## src/rtl/downstream_pkg.sv

```systemverilog
// Shared types and default sizing for the downstream write arbiter.
package downstream_pkg;

    localparam int unsigned DEF_N_REQ   = 4;
    localparam int unsigned DEF_ADDR_W  = 16;
    localparam int unsigned DEF_DATA_W  = 32;
    localparam int unsigned DEF_TIMEOUT = 255;

    typedef enum logic [1:0] {
        IDLE         = 2'd0,
        WAIT_ACK     = 2'd1,
        WAIT_RELEASE = 2'd2
    } state_t;

    // Bits needed for a wait counter that must hold values 0..timeout.
    function automatic int unsigned cnt_width(input int unsigned timeout);
        return unsigned'($clog2(timeout + 1));
    endfunction

endpackage

```

## src/rtl/rr_pick.sv

```systemverilog
// Combinational round-robin selector: first asserted request at or after ptr, wrapping.
module rr_pick #(
    parameter int unsigned N_REQ = 4,
    parameter int unsigned IDX_W = $clog2(N_REQ)
) (
    input  logic [N_REQ-1:0] req,
    input  logic [IDX_W-1:0] ptr,
    output logic             valid_c,
    output logic [IDX_W-1:0] idx_c
);

    int unsigned cand;

    // Walk offsets from farthest to nearest so the nearest asserted request wins.
    always_comb begin
        valid_c = |req;
        idx_c   = '0;
        cand    = 0;
        for (int unsigned k = 0; k < N_REQ; k++) begin
            cand = 32'(ptr) + (N_REQ - 1 - k);
            if (cand >= N_REQ) begin
                cand = cand - N_REQ;
            end
            if (req[IDX_W'(cand)]) begin
                idx_c = IDX_W'(cand);
            end
        end
    end

endmodule

```

## src/rtl/downstream_write_arbiter.sv

```systemverilog
// Round-robin sharing of the downstream memwr/ack write path among N_REQ cache requesters.
module downstream_write_arbiter
    import downstream_pkg::*;
#(
    parameter int unsigned N_REQ   = DEF_N_REQ,
    parameter int unsigned ADDR_W  = DEF_ADDR_W,
    parameter int unsigned DATA_W  = DEF_DATA_W,
    parameter int unsigned TIMEOUT = DEF_TIMEOUT
) (
    input  logic                    clk,
    input  logic                    rst_n,
    input  logic [N_REQ-1:0]        req,
    input  logic [N_REQ*ADDR_W-1:0] req_addr,
    input  logic [N_REQ*DATA_W-1:0] req_data,
    output logic [N_REQ-1:0]        done,
    output logic [N_REQ-1:0]        err,
    output logic                    memwr,
    output logic [ADDR_W-1:0]       mem_addr,
    output logic [DATA_W-1:0]       mem_data,
    input  logic                    ack,
    output logic                    busy
);

    localparam int unsigned IDX_W = $clog2(N_REQ);
    localparam int unsigned CNT_W = cnt_width(TIMEOUT);

    state_t             state_q, state_d;
    logic [IDX_W-1:0]   rr_ptr_q, rr_ptr_d;
    logic [IDX_W-1:0]   idx_q, idx_d;
    logic [CNT_W-1:0]   cnt_q, cnt_d;
    logic               memwr_d, busy_d;
    logic [ADDR_W-1:0]  addr_d;
    logic [DATA_W-1:0]  data_d;
    logic [N_REQ-1:0]   done_d, err_d;
    logic               pick_valid;
    logic [IDX_W-1:0]   pick_idx;
    logic               finish;

    rr_pick #(
        .N_REQ (N_REQ),
        .IDX_W (IDX_W)
    ) u_rr_pick (
        .req     (req),
        .ptr     (rr_ptr_q),
        .valid_c (pick_valid),
        .idx_c   (pick_idx)
    );

    // Next-state and next-output logic.
    always_comb begin
        state_d  = state_q;
        rr_ptr_d = rr_ptr_q;
        idx_d    = idx_q;
        cnt_d    = cnt_q;
        memwr_d  = memwr;
        addr_d   = mem_addr;
        data_d   = mem_data;
        done_d   = '0;
        err_d    = '0;
        finish   = 1'b0;

        case (state_q)
            IDLE: begin
                memwr_d = 1'b0;
                // A stale ack from the previous write blocks the next issue.
                if (pick_valid && !ack) begin
                    idx_d   = pick_idx;
                    addr_d  = req_addr[32'(pick_idx) * ADDR_W +: ADDR_W];
                    data_d  = req_data[32'(pick_idx) * DATA_W +: DATA_W];
                    memwr_d = 1'b1;
                    cnt_d   = '0;
                    state_d = WAIT_ACK;
                end
            end
            WAIT_ACK: begin
                memwr_d = 1'b1;
                if (ack) begin
                    done_d[idx_q] = 1'b1;
                    finish        = 1'b1;
                end else if (cnt_q == CNT_W'(TIMEOUT - 1)) begin
                    err_d[idx_q] = 1'b1;
                    finish       = 1'b1;
                end else begin
                    cnt_d = cnt_q + 1'b1;
                end
                if (finish) begin
                    memwr_d  = 1'b0;
                    rr_ptr_d = (idx_q == IDX_W'(N_REQ - 1)) ? '0 : idx_q + 1'b1;
                    state_d  = WAIT_RELEASE;
                end
            end
            WAIT_RELEASE: begin
                memwr_d = 1'b0;
                if (!ack) begin
                    state_d = IDLE;
                end
            end
            default: begin
                memwr_d = 1'b0;
                state_d = IDLE;
            end
        endcase

        busy_d = (state_d != IDLE);
    end

    // State and registered outputs; reset abandons any write without a done/err.
    always_ff @(posedge clk or negedge rst_n) begin
        if (!rst_n) begin
            state_q  <= IDLE;
            rr_ptr_q <= '0;
            idx_q    <= '0;
            cnt_q    <= '0;
            memwr    <= 1'b0;
            mem_addr <= '0;
            mem_data <= '0;
            done     <= '0;
            err      <= '0;
            busy     <= 1'b0;
        end else begin
            state_q  <= state_d;
            rr_ptr_q <= rr_ptr_d;
            idx_q    <= idx_d;
            cnt_q    <= cnt_d;
            memwr    <= memwr_d;
            mem_addr <= addr_d;
            mem_data <= data_d;
            done     <= done_d;
            err      <= err_d;
            busy     <= busy_d;
        end
    end

endmodule

```

## config.mk

```make
export PLATFORM = sky130hd
export DESIGN_NAME = downstream_write_arbiter
export DESIGN_NICKNAME = d
export VERILOG_FILES = /design/src/rtl/downstream_pkg.sv /design/src/rtl/rr_pick.sv /design/src/rtl/downstream_write_arbiter.sv
export SDC_FILE = /design/constraint.sdc
export NUM_CORES = 1
export LEC_CHECK = 0
export CAP_MARGIN = 20
export CORE_ASPECT_RATIO = 0.7
export CORE_MARGIN = 5
export CORE_UTILIZATION = 40
export CTS_CLUSTER_SIZE = 16
export DETAILED_ROUTE_END_ITERATION = 10
export PLACE_DENSITY = 0.87
export SLEW_MARGIN = 30
export SYNTH_ARGS = -nofsm -noshare
export SYNTH_HDL_FRONTEND = slang
export SYNTH_SLANG_ARGS = --single-unit
```

## constraint.sdc

```tcl
create_clock -name clk -period 4.4 [get_ports clk]
set_input_delay 0.66 -clock clk [delete_from_list [all_inputs] [get_ports clk]]
set_output_delay 0.66 -clock clk [all_outputs]
set_load 0.02 [all_outputs]
```

== Word-level counts from Yosys, hierarchy flattened ==
Cells that the tools add are included.
Storage, ports and cells
  bits in registers: 72
  bits of input ports: 199
  output and inout port bits: 58
Cells by class
  $add $sub $neg: 9
  order comparisons: 10
  equal/unequal tests: 7
  shift-type cells: 2
  muxes and demuxes: 38
  reductions and logical operators: 10
Operators by type and width (number)
  $shiftx A128 B8 Y32: 1
  $shiftx A64 B7 Y16: 1
  $mux W2: 12
  $mux W8: 3
  $mux W4: 5
  $pmux W8 S2: 1
  $lt A2 B3 Y1 const B: 5
  $mux W1: 10
  $ge A3 B3 Y1 const B: 3
  $add A8 B1 Y8 const B: 1
  $bmux W1 S2: 4
  $eq A8 B8 Y1 const B: 1
  $sub A2 B1 Y2 const B: 4
  $add A2 B2 Y3 const B: 2
  $ne A2 B2 Y1 const B: 3
  $pmux W2 S3: 1
  $eq A2 B2 Y1 const B: 2
  $reduce_and A2 Y1: 2
  $reduce_and A4 Y1: 1
  $reduce_bool A2 Y1: 2
  $reduce_or A4 Y1: 1
  $add A2 B1 Y3 const B: 1
  $ge A2 B3 Y1 const B: 1
  $add A2 B1 Y2 const B: 1
  other kinds (7): 8

== Longest topological paths before layout ==
Gate-level depths: netlist of run 1.
  depth after elaboration: 10
  depth in mapped cells: 8
  mapped depth without buffers: 7

== Cells and area by module ==
From an unflattened synthesis of run 1, not the netlist that was laid out.
Unflattened totals
  cell total of the unflattened synthesis: 375
  area, all modules: 4120.2 µm²
Modules (own cells, without submodules)
  downstream_write_arbiter: instances 1, cells an instance 362, area an instance 4042.6 µm², seq. area each 1801.7 µm²
  rr_pick: instances 1, cells an instance 13, area an instance 77.6 µm², seq. area each 0.0 µm²

== Least setup slack after synthesis of run 1 ==
No wires, ideal clock.
  kind: in2reg
  start point: input port ack
  end point: register mem_data[13]
  arrival time: 2033 ps
  setup slack: 2281 ps
  stages on the path: 7
  cells stage by stage: buf_6 or4_4 or2_1 clkbuf_1 buf_6 buf_6 o221ai_2
On the way
  word-level cells in the longest chain between the ends: 3
RTL lines
  start, declared: line downstream_write_arbiter.sv:20  | input logic ack,
  $logic_not A1 Y1
  $logic_and A1 B1 Y1: line downstream_write_arbiter.sv:66  | if (pick_valid && !ack) begin
  $reduce_and A2 Y1 (no line)
  end signal, assigned: line downstream_write_arbiter.sv:127  | mem_data <= data_d;
  end, declared: line downstream_write_arbiter.sv:19  | output logic [DATA_W-1:0] mem_data,
No other way between the ends.
A chain may end at the register's enable or synchronous reset.

== Final worst setup path of run 1 ==
  start point: input port req[1]
  end point: register mem_addr[3]
On the way
  word-level cells in the longest chain between the ends: 7
  elaborated cells between the ends (all ways): 16
RTL lines
  start, declared: line downstream_write_arbiter.sv:12  | input logic [N_REQ-1:0] req,
  $bmux W1 S2: line rr_pick.sv:24  | if (req[IDX_W'(cand)]) begin
  $mux W1 (implied by the code): line rr_pick.sv:24
  $mux W2 (4 in a row): line rr_pick.sv:24
  $shiftx A64 B7 Y16: line downstream_write_arbiter.sv:68  | addr_d = req_addr[32'(pick_idx) * ADDR_W +: ADDR_W];
  end signal, assigned: line downstream_write_arbiter.sv:126  | mem_addr <= addr_d;
  end, declared: line downstream_write_arbiter.sv:18  | output logic [ADDR_W-1:0] mem_addr,
Several ways; a longest one is shown, not always the timed one. The select of a mux whose other input is x is not followed.

==> flow_summary.ini, run 1 <==
[outcome]
status = finished clean

[finish]
fin_nets = 822
layout-drive-gt1-share_pct = 5.79
fin_area_um2 = 7020
instances_no_fill = 750
layout_common_cells = clkdlybuf4s50_1 (255), mux2i_1 (96), dfrtp_1 (72)
syn_to_final_growth_pct = 72.1
diodes = 0
mostFrequentLayoutCell = clkdlybuf4s50_1
fin_util_pct = 71.4

[synthesis]
netlist.area_leader.share_pct = 44.1
muxShareOfSynthArea_pct = 23.8
yosysWarnings = 0
synth_cell_type_count = 32
synth.area.top_cells = dfrtp_1 (44%), mux2i_1 (24%), o221ai_1 (8.6%), nand2_1 (5.1%), o221ai_2 (3.3%)
synthAdderAreaFrac_pct = 1.84
synth_compound_area_share_pct = 14.8
synth-seq-cells = 72
synth_area_um2 = 4080
synth_seq_area_share_pct = 44.1
synth_xor_area_share_pct = 1.29
synthSimpleGateAreaFrac_pct = 9.69
syn_area_per_cell_um2 = 10.9
synth_nets = 579
synth_top_family_by_area = multiplexers
yosysTopAreaCell = dfrtp_1
netlist_instances = 374

[setup_path]
cp-start-kind = input pin
cpPeakStageDelay_ns = 0.62
worstPathRequired_ns = 4.57
crit_path_end_kind = flip-flop
crit_path_cell_trace = clkdlybuf4s50_1 > nand2b_1 > a21oi_1 > o32a_2 > buf_12 > mux2i_1 > o221ai_1
critPathKind = input pin to flip-flop
cp_max_fo = 59
cp_top_family = buffers and inverters
slowest_stage = o32a_2
r2r_slack_ns = 2.11
cp.arrival_ns = 3.00
path_buf_inv = 2

[worst_hold_path]
hold_path.class = input pin to async pin

[cts]
cts_tree = done
clock_path_buffers = 2
cts-htree-levels = 3
cts_hold_buf = 0
cts_buffers = 9
clock_latency_ns = 0.32
root_buffer = clkbuf_16
postCtsSetupBuffers = 0
cts_resized = 0
cts.clk_slew.worst_paths_ns = 0.06
clock_sinks = 72

[placement]
globalplace.congestion = 0.831
dp_hpwl_um = 11000
io_buffers = 256
placed_area_um2 = 6720
dp_cells = 734

[power]
p_clk_share_pct = 18.3
p_seq_share_pct = 28.4
combPwrFrac_pct = 53.3
intPower_mw = 2.40
switching_power_mw = 1.52
switching_share_pct = 38.8
power.leakage_nw = 3.03
pwr_density_cell_nw_per_um2 = 558
irDropWorstVdd_v = 0.000350

[routing]
drc_errors = 0
wl_per_cell_um = 18.9
drt_iter0_markers = 167
drt_pass1_iterations = 4
routed_wl_um = 14200
num_vias = 3974
vias_per_cell = 5.30
antenna_left = 0

[grt]
grt_pass1_vias = 4062
grt_util_all_layers_pct = 21.6
overflow = 0
grt_max_degree = 73
antenna_found_initial = 0
grt_first_pass_wirelength_um = 20900

[timing]
timing.final.crit_period_ns = 2.84
finClkSkew_ns = 0.00793
hold_slack_ns = 0.353
rsz0062_at_grt = no
slew_headroom_pct = 50.7
tns_ns = 0
fmax_mhz = 353
setup_viol = 0
period_share_pct = 64.5
worst_pin_slew_ns = 0.737
drv_slew = 0
finalHoldViolCount = 0

[run]
drv_cap = 0

[floorplanning]
die_h_um = 94.5
die_w_um = 131
ios = 257
dieArea_um2 = 12400
num_rows = 30
initial_core_util_pct = 41.5
fp.coreArea_um2 = 9830
## cell type report
| type | count | area [um2] |
|---|---|---|
| clock buffer | 11 | 243 |
| tap | 128 | 160 |
| inverter | 6 | 22.5 |
| fill | 708 | 2810 |
| clock inverter | 5 | 56.3 |
| timing repair buffer | 262 | 2630 |
| multi-input combinational | 266 | 2110 |
| sequential | 72 | 1800 |
## cells by family after synthesis
group	count (synthesis)
adders and majority gates	6
DFF	72
xor gates and xnor gates	6
muxes	97
buffers and inverters	36
AOI/OAI and AO/OA	68
and+or+nand+nor	89
## power groups by stage
stage                     Clock [mW]  Combinational [mW]  Sequential [mW]
after global routing           0.762                2.24             1.15
after CTS                      0.733                2.11             1.11
after global placement             0                2.04             1.11
after floorplan                    0               0.955             1.36
after detailed placement           0                2.11             1.11
final                          0.719                2.09             1.11
## layer usage
layer / vias up / part of all wire [%] / global-route usage (%)
met4: 0 / 2.2 / 6.08
li1: 1892 / - / -
met2: 176 / 49 / 37.3
met1: 1888 / 40 / 26.6
met3: 18 / 8.2 / 6.05
met5: - / 0 / 0
## worst paths after layout
check / startpoint / end / cells past startpoint
max in group asynchronous: rst_n / mem_addr[0] / 1
worst max register to register: rr_ptr_q[0] / mem_addr[3] / 5
min in group clk: mem_addr[12] / mem_addr[12] / 2
worst max-delay path: req[1] / mem_addr[3] / 7
worst min register to register: mem_addr[12] / mem_addr[12] / 2
worst min-delay path: rst_n / mem_data[15] / 1
## synthesized netlist by cell type, drive strengths merged
master,number
or2,1
inv,6
mux2i,96
o31ai,1
a21boi,1
and3,5
nor2b,3
o221ai,49
nand2b,1
nand4,2
nand2,55
nor4,2
and2,4
a211oi,4
nor2,10
mux2,1
nand3b,1
o32a,1
nand3,4
clkbuf,9
dfrtp,72
buf,21
or4,1
xnor2,6
o21ai,6
ha,6
a21oi,5
o211ai,1
## state kept, by name, indices dropped and copies added (netlist names), 2 cells and up
name	count
mem_data	32
cnt_q	8
done	4
rr_ptr_q	2
err	4
mem_addr	16
idx_q	2
state_q	2
## per-stage QoR
stage	power, mW	setup WS [ns]
CTS	3.96	1.61
global placement	3.15	1.25
detailed placement	3.22	1.26
global route	4.16	1.48
floorplan	2.31	2.28
finish	3.92	1.56
(Power assumes the default switching activity.)
==> run 2: changes to the inputs <==
--- a/config.mk
+++ b/config.mk
@@ -8,10 +8,10 @@
 export CAP_MARGIN = 20
 export CORE_ASPECT_RATIO = 0.7
 export CORE_MARGIN = 5
-export CORE_UTILIZATION = 40
+export CORE_UTILIZATION = 34
 export CTS_CLUSTER_SIZE = 16
 export DETAILED_ROUTE_END_ITERATION = 10
-export PLACE_DENSITY = 0.87
+export PLACE_DENSITY = 0.78
 export SLEW_MARGIN = 30
 export SYNTH_ARGS = -nofsm -noshare
 export SYNTH_HDL_FRONTEND = slang
==> constraint.sdc (replaced) <==
create_clock -name clk -period 2.3 [get_ports clk]
set_input_delay 0.345 -clock clk [delete_from_list [all_inputs] [get_ports clk]]
set_output_delay 0.345 -clock clk [all_outputs]
set_load 0.02 [all_outputs]
==> run 2 against run 1 <==
  * The run now ends with hold timing left
  * Via count is 0.98% higher
  * Design area is 3.1% higher
  * Wire length is 1.7% higher
  * Sequential power is 91% higher
  * Clock-buffer cell count is 1 higher
  * Combinational power is 97% higher
  * Global-route usage is 2.0 points lower
  * Core utilization is 9.7 points lower
  * Largest cell class unchanged
  * Largest power group unchanged
==> flow_summary.ini, run 2 (same netlist as run 1, synthesis figures left out) <==
[outcome]
status = finished with violations
failed_checks = hold timing

[routing]
antenna_left = 0
wl_per_cell_um = 18.3
vias_per_cell = 5.09
drt_pass1_iterations = 4
drt_iter0_markers = 118
drc_errors = 0
num_vias = 4013
routed_wl_um = 14400

[finish]
mostFrequentLayoutCell = clkdlybuf4s50_1
multiInputGateArea_um2 = 2100
top_regs = mem_data (32), mem_addr (16), cnt_q (8)
instances_no_fill = 789
largest_reg_flops = 32
layout-drive-gt1-share_pct = 6.97
top_register = mem_data
syn_to_final_growth_pct = 77.4
fillers = 959
layout_common_cells = clkdlybuf4s50_1 (255), mux2i_1 (96), dfrtp_1 (72)
seqCellArea_um2 = 1800
fin_nets = 832

[power]
p_seq_share_pct = 27.1
switching_power_mw = 2.89
irDropWorstVdd_v = 0.000484
combPwrFrac_pct = 52.6
intPower_mw = 4.93
power.leakage_nw = 3.12
power.total_mw = 7.82
switching_share_pct = 37.0
pwr_density_cell_nw_per_um2 = 1080
p_clk_share_pct = 20.3

[floorplanning]
ios = 257
fp.coreArea_um2 = 11700
dieArea_um2 = 14300
initial_core_util_pct = 34.8
num_rows = 33
die_h_um = 102
die_w_um = 141

[grt]
grt_first_pass_wirelength_um = 22100
grt_pass1_vias = 4293
overflow = 0
grt_util_all_layers_pct = 19.6
grt_max_degree = 45
antenna_found_initial = 1

[setup_path]
cp.arrival_ns = 2.23
slowest_stage = nor4_1
cp_max_fo = 19
critPathKind = input pin to flip-flop
cp-start-kind = input pin
r2r_cells = 5
crit_path_cell_trace = clkdlybuf4s50_1 > nor4_1 > or4_4 > buf_4 > buf_4 > nand2_1 > o221ai_2
cpPeakStageDelay_ns = 0.54
cp_num_cells = 7
cp_top_family = buffers and inverters
path_common_cell = buf_4
crit_path_end_kind = flip-flop
path_buf_inv = 3
worstPathRequired_ns = 2.54

[timing]
timing.final.crit_period_ns = 1.99
drv_slew = 0
finalHoldViolCount = 19
rsz0062_at_grt = no
worst_slack_ns = 0.311
slew_headroom_pct = 50.3
tns_ns = 0
hold_slack_ns = -0.00724
setup_viol = 0
fmax_mhz = 503
worst_pin_slew_ns = 0.743
finClkSkew_ns = 0.00597
period_share_pct = 86.5

[cts]
cts_tree = done
clock_latency_ns = 0.33
cts_resized = 0
cts_buffers = 9
clock_sinks = 72
clock_path_buffers = 2
postCtsSetupBuffers = 0
cts-htree-levels = 3
root_buffer = clkbuf_16
cts.clk_slew.worst_paths_ns = 0.06
cts_hold_buf = 0

[placement]
globalplace.congestion = 0.863
preCtsSetupSlack_ns = -0.00379
io_buffers = 256
dp_hpwl_um = 11200
dp_cells = 773

[worst_hold_path]
hold_path.class = input pin to async pin

[run]
drv_cap = 0
==> run 2: cell count changes in the layout (fill, tap and decap cells not counted) <==
cell        before  now
diode_2          0    1
nand2_4          1    0
nand2_2          0    1
bufinv_16        1    3
clkinv_2         2    0
clkinvlp_4       1    0
clkbuf_1         1    2
buf_4            4    9
buf_12           2    8
buf_6            1    0
clkinv_4         1    0
==> run 2: stage by stage <==
stage / hold WS, ns / area, um2 / utilization [%]
finish: -0.00724 / 7240 / 61.8
global route: 0.0162 / 7240 / 61.8
CTS: 0.00296 / 7240 / 61.7
floorplan: 0.0494 / 4080 / -
global placement: 0.356 / 6900 / 58.9
detailed placement: 0.364 / 6900 / 58.9
==> run 2: final timing paths <==
check | from | end | slack (ns)
max | req[0] | mem_data[19] | 0.31
min | rst_n | mem_data[17] | -0.007
max reg2reg | state_q[0] | cnt_q[5] | 0.41
min reg2reg | mem_data[27] | mem_data[27] | 0.49
max in group asynchronous | rst_n | cnt_q[4] | 1.73
min in group clk | mem_data[27] | mem_data[27] | 0.49
==> run 2: routing by layer <==
| layer | routed length, um | vias to the layer above | track usage, % |
|---|---|---|---|
| li1 | - | 1909 | - |
| met1 | 5830 | 1900 | 23.4 |
| met2 | 7130 | 174 | 33.6 |
| met3 | 1130 | 30 | 6.51 |
| met4 | 338 | 0 | 6.70 |
| met5 | 0 | - | 0 |
==> run 2: worst register-to-register path, cell delays in order (launching register included) <==
cell and delay [ns]:
dfrtp_1 0.40, nor2b_1 0.37, o211ai_1 0.40, a211oi_1 0.40, xnor2_1 0.16, nor2_1 0.06
==> run 2: final cells by class <==
| class | instances | area share [%] |
|---|---|---|
| Multi-Input combinational cell | 266 | 29.0 |
| Timing Repair Buffer | 272 | 38.4 |
| Sequential cell | 72 | 24.9 |
| Inverter | 6 | 0.311 |
| Tap cell | 157 | 2.71 |
| Clock inverter | 3 | 1.24 |
| Clock buffer | 12 | 3.40 |
| Antenna cell | 1 | 0.0346 |
==> run 2: power by group through the flow <==
stage                     Clock [mW]  Sequential, mW  Combinational, mW
after floorplan                    0            2.60               1.83
after global placement             0            2.11               4.06
after detailed placement           0            2.11               4.16
after CTS                       1.63            2.12               4.17
after global routing            1.70            2.19               4.43
final                           1.59            2.12               4.12
